<file path="src/rtl/mem_lsu.sv">
// MEM stage with a multi-cycle load/store unit: ALU results pass straight through,
// loads/stores run one req/ack bus transaction and stall the pipeline meanwhile.
module mem_lsu #(
    parameter int TIMEOUT = 0
) (
    input  logic        clk,
    input  logic        rst,
    input  logic [4:0]  wd_i,
    input  logic        wreg_i,
    input  logic [31:0] wdata_i,
    input  logic [31:0] hi_i,
    input  logic [31:0] lo_i,
    input  logic        whilo_i,
    input  logic [7:0]  aluop_i,
    input  logic [31:0] mem_addr_i,
    input  logic [31:0] reg2_i,
    input  logic [5:0]  stall_i,
    input  logic [31:0] bus_rdata_i,
    input  logic        bus_ack_i,
    output logic        bus_req_o,
    output logic        bus_we_o,
    output logic [31:0] bus_addr_o,
    output logic [3:0]  bus_sel_o,
    output logic [31:0] bus_wdata_o,
    output logic [4:0]  mem_wd_o,
    output logic        mem_wreg_o,
    output logic [31:0] mem_wdata_o,
    output logic [31:0] mem_hi_o,
    output logic [31:0] mem_lo_o,
    output logic        mem_whilo_o,
    output logic        stallreq_o,
    output logic        misalign_o,
    output logic        bus_err_o
);
    localparam logic [7:0] OP_LB = 8'hE0, OP_LH = 8'hE1, OP_LW = 8'hE3, OP_LBU = 8'hE4;
    localparam logic [7:0] OP_LHU = 8'hE5, OP_SB = 8'hE8, OP_SH = 8'hE9, OP_SW = 8'hEB;

    typedef enum logic [1:0] {IDLE, REQ, DONE} state_t;

    state_t      state_q, state_d;
    logic        bus_req_q, bus_req_d, bus_we_q, bus_we_d, err_q, err_d;
    logic [31:0] addr_q, addr_d, wdata_q, wdata_d, rdata_q, rdata_d, cnt_q, cnt_d;
    logic [3:0]  sel_q, sel_d;
    logic [7:0]  op_q, op_d;
    logic [1:0]  off_q, off_d;

    logic        is_mem, misal;
    logic [3:0]  sel_c;
    logic [31:0] wdata_c, load_data;
    logic [7:0]  byte_c;
    logic [15:0] half_c;
    logic        unused_stall;

    assign unused_stall = ^{stall_i[5], stall_i[3:0]};

    always_comb begin
        is_mem  = 1'b0;
        misal   = 1'b0;
        sel_c   = 4'b0000;
        wdata_c = reg2_i;
        case (aluop_i)
            OP_LB, OP_LBU, OP_SB: begin
                is_mem  = 1'b1;
                sel_c   = 4'b1000 >> mem_addr_i[1:0];
                wdata_c = {4{reg2_i[7:0]}};
            end
            OP_LH, OP_LHU, OP_SH: begin
                is_mem  = 1'b1;
                misal   = mem_addr_i[0];
                sel_c   = mem_addr_i[1] ? 4'b0011 : 4'b1100;
                wdata_c = {2{reg2_i[15:0]}};
            end
            OP_LW, OP_SW: begin
                is_mem = 1'b1;
                misal  = |mem_addr_i[1:0];
                sel_c  = 4'b1111;
            end
            default: ;
        endcase
    end

    always_comb begin
        state_d   = state_q;
        bus_req_d = bus_req_q;
        bus_we_d  = bus_we_q;
        err_d     = err_q;
        addr_d    = addr_q;
        wdata_d   = wdata_q;
        rdata_d   = rdata_q;
        cnt_d     = cnt_q;
        sel_d     = sel_q;
        op_d      = op_q;
        off_d     = off_q;
        case (state_q)
            IDLE: begin
                cnt_d = '0;
                err_d = 1'b0;
                if (is_mem && !misal) begin
                    state_d   = REQ;
                    bus_req_d = 1'b1;
                    bus_we_d  = aluop_i[3];
                    addr_d    = {mem_addr_i[31:2], 2'b00};
                    sel_d     = sel_c;
                    wdata_d   = wdata_c;
                    op_d      = aluop_i;
                    off_d     = mem_addr_i[1:0];
                end
            end
            REQ: begin
                if (bus_ack_i) begin
                    rdata_d   = bus_rdata_i;
                    bus_req_d = 1'b0;
                    state_d   = DONE;
                end else if (TIMEOUT != 0 && cnt_q == 32'(TIMEOUT - 1)) begin
                    bus_req_d = 1'b0;
                    err_d     = 1'b1;
                    state_d   = DONE;
                end else begin
                    cnt_d = cnt_q + 32'd1;
                end
            end
            DONE: begin
                // ex_mem delivers the next instruction on the same edge we leave DONE
                if (!stall_i[4]) state_d = IDLE;
            end
            default: state_d = IDLE;
        endcase
    end

    always_ff @(posedge clk) begin
        if (rst) begin
            state_q   <= IDLE;
            bus_req_q <= 1'b0;
            bus_we_q  <= 1'b0;
            err_q     <= 1'b0;
            addr_q    <= '0;
            wdata_q   <= '0;
            rdata_q   <= '0;
            cnt_q     <= '0;
            sel_q     <= '0;
            op_q      <= '0;
            off_q     <= '0;
        end else begin
            state_q   <= state_d;
            bus_req_q <= bus_req_d;
            bus_we_q  <= bus_we_d;
            err_q     <= err_d;
            addr_q    <= addr_d;
            wdata_q   <= wdata_d;
            rdata_q   <= rdata_d;
            cnt_q     <= cnt_d;
            sel_q     <= sel_d;
            op_q      <= op_d;
            off_q     <= off_d;
        end
    end

    // Big-endian lane pick: offset 0 is the most significant byte
    always_comb begin
        case (off_q)
            2'd0:    byte_c = rdata_q[31:24];
            2'd1:    byte_c = rdata_q[23:16];
            2'd2:    byte_c = rdata_q[15:8];
            default: byte_c = rdata_q[7:0];
        endcase
        half_c = off_q[1] ? rdata_q[15:0] : rdata_q[31:16];
        case (op_q)
            OP_LB:   load_data = {{24{byte_c[7]}}, byte_c};
            OP_LBU:  load_data = {24'd0, byte_c};
            OP_LH:   load_data = {{16{half_c[15]}}, half_c};
            OP_LHU:  load_data = {16'd0, half_c};
            default: load_data = rdata_q;
        endcase
    end

    always_comb begin
        mem_wd_o    = wd_i;
        mem_wreg_o  = wreg_i;
        mem_wdata_o = wdata_i;
        mem_hi_o    = hi_i;
        mem_lo_o    = lo_i;
        mem_whilo_o = whilo_i;
        stallreq_o  = 1'b0;
        misalign_o  = 1'b0;
        bus_err_o   = 1'b0;
        bus_req_o   = bus_req_q;
        bus_we_o    = bus_we_q;
        bus_addr_o  = addr_q;
        bus_sel_o   = sel_q;
        bus_wdata_o = wdata_q;
        case (state_q)
            IDLE: begin
                if (is_mem) begin
                    mem_wreg_o = 1'b0;
                    misalign_o = misal;
                    stallreq_o = !misal;
                end
            end
            REQ: begin
                mem_wreg_o = 1'b0;
                stallreq_o = 1'b1;
            end
            DONE: begin
                bus_err_o = err_q;
                if (op_q[3] || err_q) mem_wreg_o = 1'b0;
                else mem_wdata_o = load_data;
            end
            default: ;
        endcase
        if (rst) begin
            mem_wd_o    = '0;
            mem_wreg_o  = 1'b0;
            mem_wdata_o = '0;
            mem_hi_o    = '0;
            mem_lo_o    = '0;
            mem_whilo_o = 1'b0;
            stallreq_o  = 1'b0;
            misalign_o  = 1'b0;
            bus_err_o   = 1'b0;
            bus_req_o   = 1'b0;
            bus_we_o    = 1'b0;
            bus_addr_o  = '0;
            bus_sel_o   = '0;
            bus_wdata_o = '0;
        end
    end
endmodule

</file>
<file path="config.mk">
export PLATFORM = sky130hd
export DESIGN_NAME = mem_lsu
export DESIGN_NICKNAME = d
export VERILOG_FILES = /design/src/rtl/mem_lsu.sv
export SDC_FILE = /design/constraint.sdc
export NUM_CORES = 1
export LEC_CHECK = 0
export ABC_AREA = 1
export CORE_AREA = 2 2 154 156
export DETAILED_ROUTE_END_ITERATION = 8
export DIE_AREA = 0 0 156 158
export PLACE_DENSITY_LB_ADDON = 0.3
export SLEW_MARGIN = 20
export SYNTH_ARGS = -nofsm -noshare
export SYNTH_HDL_FRONTEND = slang
export SYNTH_SLANG_ARGS = --single-unit
</file>
<file path="constraint.sdc">
create_clock -name clk -period 4.55 [get_ports clk]
set_input_delay 0.91 -clock clk [delete_from_list [all_inputs] [get_ports clk]]
set_output_delay 0.91 -clock clk [all_outputs]
set_load 0.02 [all_outputs]
</file>
==> flow_metrics.env, run 1 <==
export IMPL_outcome="finished clean"
export IMPL_setup_tns_final_ns=0
export IMPL_synth_most_common_cell="nor2_1"
export IMPL_die_area_sq_mm=0.0246
export IMPL_synth_flop_cell="dfxtp_1"
export IMPL_cts_tree="built"
export IMPL_r2r_slack_ns=2.76
export IMPL_ys_types=25
export IMPL_numCtsBuffers=9
export IMPL_wire_per_inst_um=13.9
export IMPL_synth_area_sq_mm=0.00671
export IMPL_synth_common_cells="nor2_1, inv_1, nand2_1"
export IMPL_leakagePower_nw=4.67
export IMPL_cp_max_fo=6
export IMPL_critical_path_class="in2out"
export IMPL_antenna_found_initial=1
export IMPL_r2r_cells=5
export IMPL_io_pins=392
export IMPL_syn_to_final_growth_pct=64.7
export IMPL_drtAntennaViolNets=0
export IMPL_yosysTopAreaCellShare_pct=33.1
export IMPL_synth_edf_count=0
export IMPL_final_hold_violation_count=0
export IMPL_power_density_mw_per_mm2=217
export IMPL_coreArea_sq_mm=0.0231
export IMPL_worstSkewPairLatency_ns=0.35
export IMPL_regArea_sq_mm=0.00222
export IMPL_routed_wl_mm=25.2
export IMPL_clockRootBuffer="clkbuf_16"
export IMPL_rows=56
export IMPL_grt_pass1_vias=7336
export IMPL_avgSynthCellArea_sq_um=5.67
export IMPL_routabilityCongestion=0.876
export IMPL_ctsResizeCount=0
export IMPL_yosys_warnings=0
export IMPL_postCtsSetupRepairBufs=0
export IMPL_maxCapViolCount=0
export IMPL_nNetsFinal=1742
export IMPL_finalClockSkew_ns=0.00624
export IMPL_drive_gt1_share_pct=2.74
export IMPL_vias=8187
export IMPL_hold_depth=2
export IMPL_min_path_type="reg2reg"
export IMPL_viasPerCell=4.50
export IMPL_worstSetupEndpointType="primary output"
export IMPL_relSlewSlack_pct=43.6
export IMPL_grt_usage_pct=19.6
export IMPL_drcViolationCount=0
export IMPL_h_tree_depth=3
export IMPL_synth_seq_cells=111
export IMPL_tightest_slew_ns=0.847
export IMPL_synth_area_leader_cell="dfxtp_1"
export IMPL_setup_viol=0
export IMPL_async_flop_share_pct=0
export IMPL_fmax_ghz=0.256
export IMPL_dp_cells=1805
export IMPL_finalCoreUtilization_pct=48.0
export IMPL_n_antenna_cell=0
export IMPL_synthCells=1184
export IMPL_fill_cells=2347
export IMPL_hold_end="rdata_q[11]$_SDFFE_PP0P_"
export IMPL_dpl_hpwl_mm=19.3
export IMPL_r2r_start="state_q[1]$_SDFFE_PP0P_"
export IMPL_grt_first_pass_wirelength_mm=37.7
export IMPL_cts_hold_buf=0
export IMPL_die_width_um=156
export IMPL_clk_pin_slew_worst_paths_ns=0.08
export IMPL_dr_first_iter_drc_count=501
export IMPL_rsz0062_at_grt="no"
export IMPL_slew_violations=0
export IMPL_die_h_um=158
export IMPL_fin_crit_sh_pct=85.9
export IMPL_grt_overflow_total=0
export IMPL_fin_cells=1821
export IMPL_hp_start="rdata_q[11]$_SDFFE_PP0P_"
export IMPL_multi_input_area_sq_mm=0.00341
export IMPL_yosys_top_cells_area="dfxtp_1, nor2_1, inv_1"
export IMPL_initial_core_util_pct=29.1
export IMPL_cts_path_max_buffers=2
export IMPL_io_buffer_count=383
export IMPL_required_ns=3.64
export IMPL_crit_arrival_ns=3.00
export IMPL_grt_max_degree=155
export IMPL_r2r_end="rdata_q[28]$_SDFFE_PP0P_"
export IMPL_cts_sinks=111
export IMPL_dr_pass1_iters=5
export IMPL_cp_start_kind="primary input"
export IMPL_ir_drop_mv=0.153
export IMPL_min_period_ns=3.91
export IMPL_ys_seq_area_share_pct=33.1
metrics by stage:
stage | setup slack, ns | power, mW | hold slack, ns | instance area [sq um]
6_report | 0.643 | 2.40 | 0.476 | 11100
5_1_grt | 0.458 | 2.52 | 0.500 | 11100
4_1_cts | 0.566 | 2.43 | 0.477 | 11100
3_5_place_dp | 0.568 | 1.58 | 0.466 | 10700
3_3_place_gp | 0.596 | 1.57 | 0.458 | 10700
2_1_floorplan | 1.40 | 1.24 | 0.443 | 6720
metal layers:
metal | part of all wire (%) | global-route usage (%) | routed length [um] | vias to the layer above
met1 | 39 | 21.3 | 9820 | 3591
met2 | 51 | 36.8 | 12800 | 325
met3 | 8.7 | 5.64 | 2200 | 27
met4 | 1.8 | 5.68 | 451 | 0
met5 | 0 | 0 | 0 | -
li1 | - | - | - | 4244
placed cells by master, fill, tap and decap left out, types with 3 or more instances in the layout:
master / count
nand4_1: 6
conb_1: 3
o211ai_1: 16
nand3_1: 36
a21oi_1: 92
nor2_1: 362
o21ai_0: 76
nand2_1: 193
nand3_2: 3
inv_1: 207
nor3_1: 3
clkdlybuf4s50_1: 382
clkbuf_16: 9
dfxtp_1: 111
inv_6: 3
buf_4: 13
nor2_4: 3
flip-flops by register name (all words and copies together), names as in the netlist:
signal / flops
off_q: 2
rdata_q: 32
op_q: 8
sel_q: 4
wdata_q: 32
state_q: 2
bus_req_q: 1
addr_q: 30
cell families (layout without fill, tap and decap cells):
family                 Yosys count  count (layout)  share of synthesized area (%)
buffers and inverters          277             622                           16.3
AOI/OAI and AO/OA              184             184                           14.3
other                            1               3                         0.0559
DFF                            111             111                           33.1
and+or+nand+nor                611             611                           36.2
power by group:
group	switching (mW)	internal [mW]	leakage, nW
Clock	0.404	0.443	0.153
Combinational	0.247	0.304	3.62
Sequential	0.00871	0.991	0.897
Total	0.660	1.74	4.67
final cells by class:
class / instances / share of cell area [%]
clock inverters: 6 / 0.758
flip-flops and latches: 111 / 20.1
multi-input cells: 798 / 30.9
clock buffers: 10 / 2.07
well taps: 290 / 3.28
inverters: 209 / 7.09
repair buffers: 397 / 35.8
worst max-delay path, stage by stage:
cell	delay, ns
clkdlybuf4s50_1	0.46
nand2_1	0.10
nor2_4	0.24
nand3_1	0.18
nand2_1	0.19
inv_1	0.12
nor2_1	0.11
clkdlybuf4s50_1	0.69
worst max path at each step:
| stage | from | to | slack, ns | depth (start not counted) |
|---|---|---|---|---|
| floorplan | aluop_i[4] | stallreq_o | 1.40 | 9 |
| global placement | aluop_i[5] | stallreq_o | 0.60 | 8 |
| detailed placement | aluop_i[5] | stallreq_o | 0.57 | 8 |
| CTS | aluop_i[5] | stallreq_o | 0.57 | 8 |
| global route | off_q[1]$_SDFFE_PP0P_ | mem_wdata_o[25] | 0.46 | 9 |
| finish | aluop_i[5] | misalign_o | 0.64 | 8 |
(Power assumes the default switching activity.)
==> inputs of run 2 (changes only) <==
--- a/config.mk
+++ b/config.mk
@@ -7,6 +7,7 @@
 export LEC_CHECK = 0
 export ABC_AREA = 1
 export CORE_AREA = 2 2 154 156
+export CTS_CLUSTER_DIAMETER = 150
 export DETAILED_ROUTE_END_ITERATION = 8
 export DIE_AREA = 0 0 156 158
 export PLACE_DENSITY_LB_ADDON = 0.3
@@ -14,3 +15,4 @@
 export SYNTH_ARGS = -nofsm -noshare
 export SYNTH_HDL_FRONTEND = slang
 export SYNTH_SLANG_ARGS = --single-unit
+export TNS_END_PERCENT = 1
==> results of run 2 <==
Final layout, timing and power as in run 1 (identical DEF).
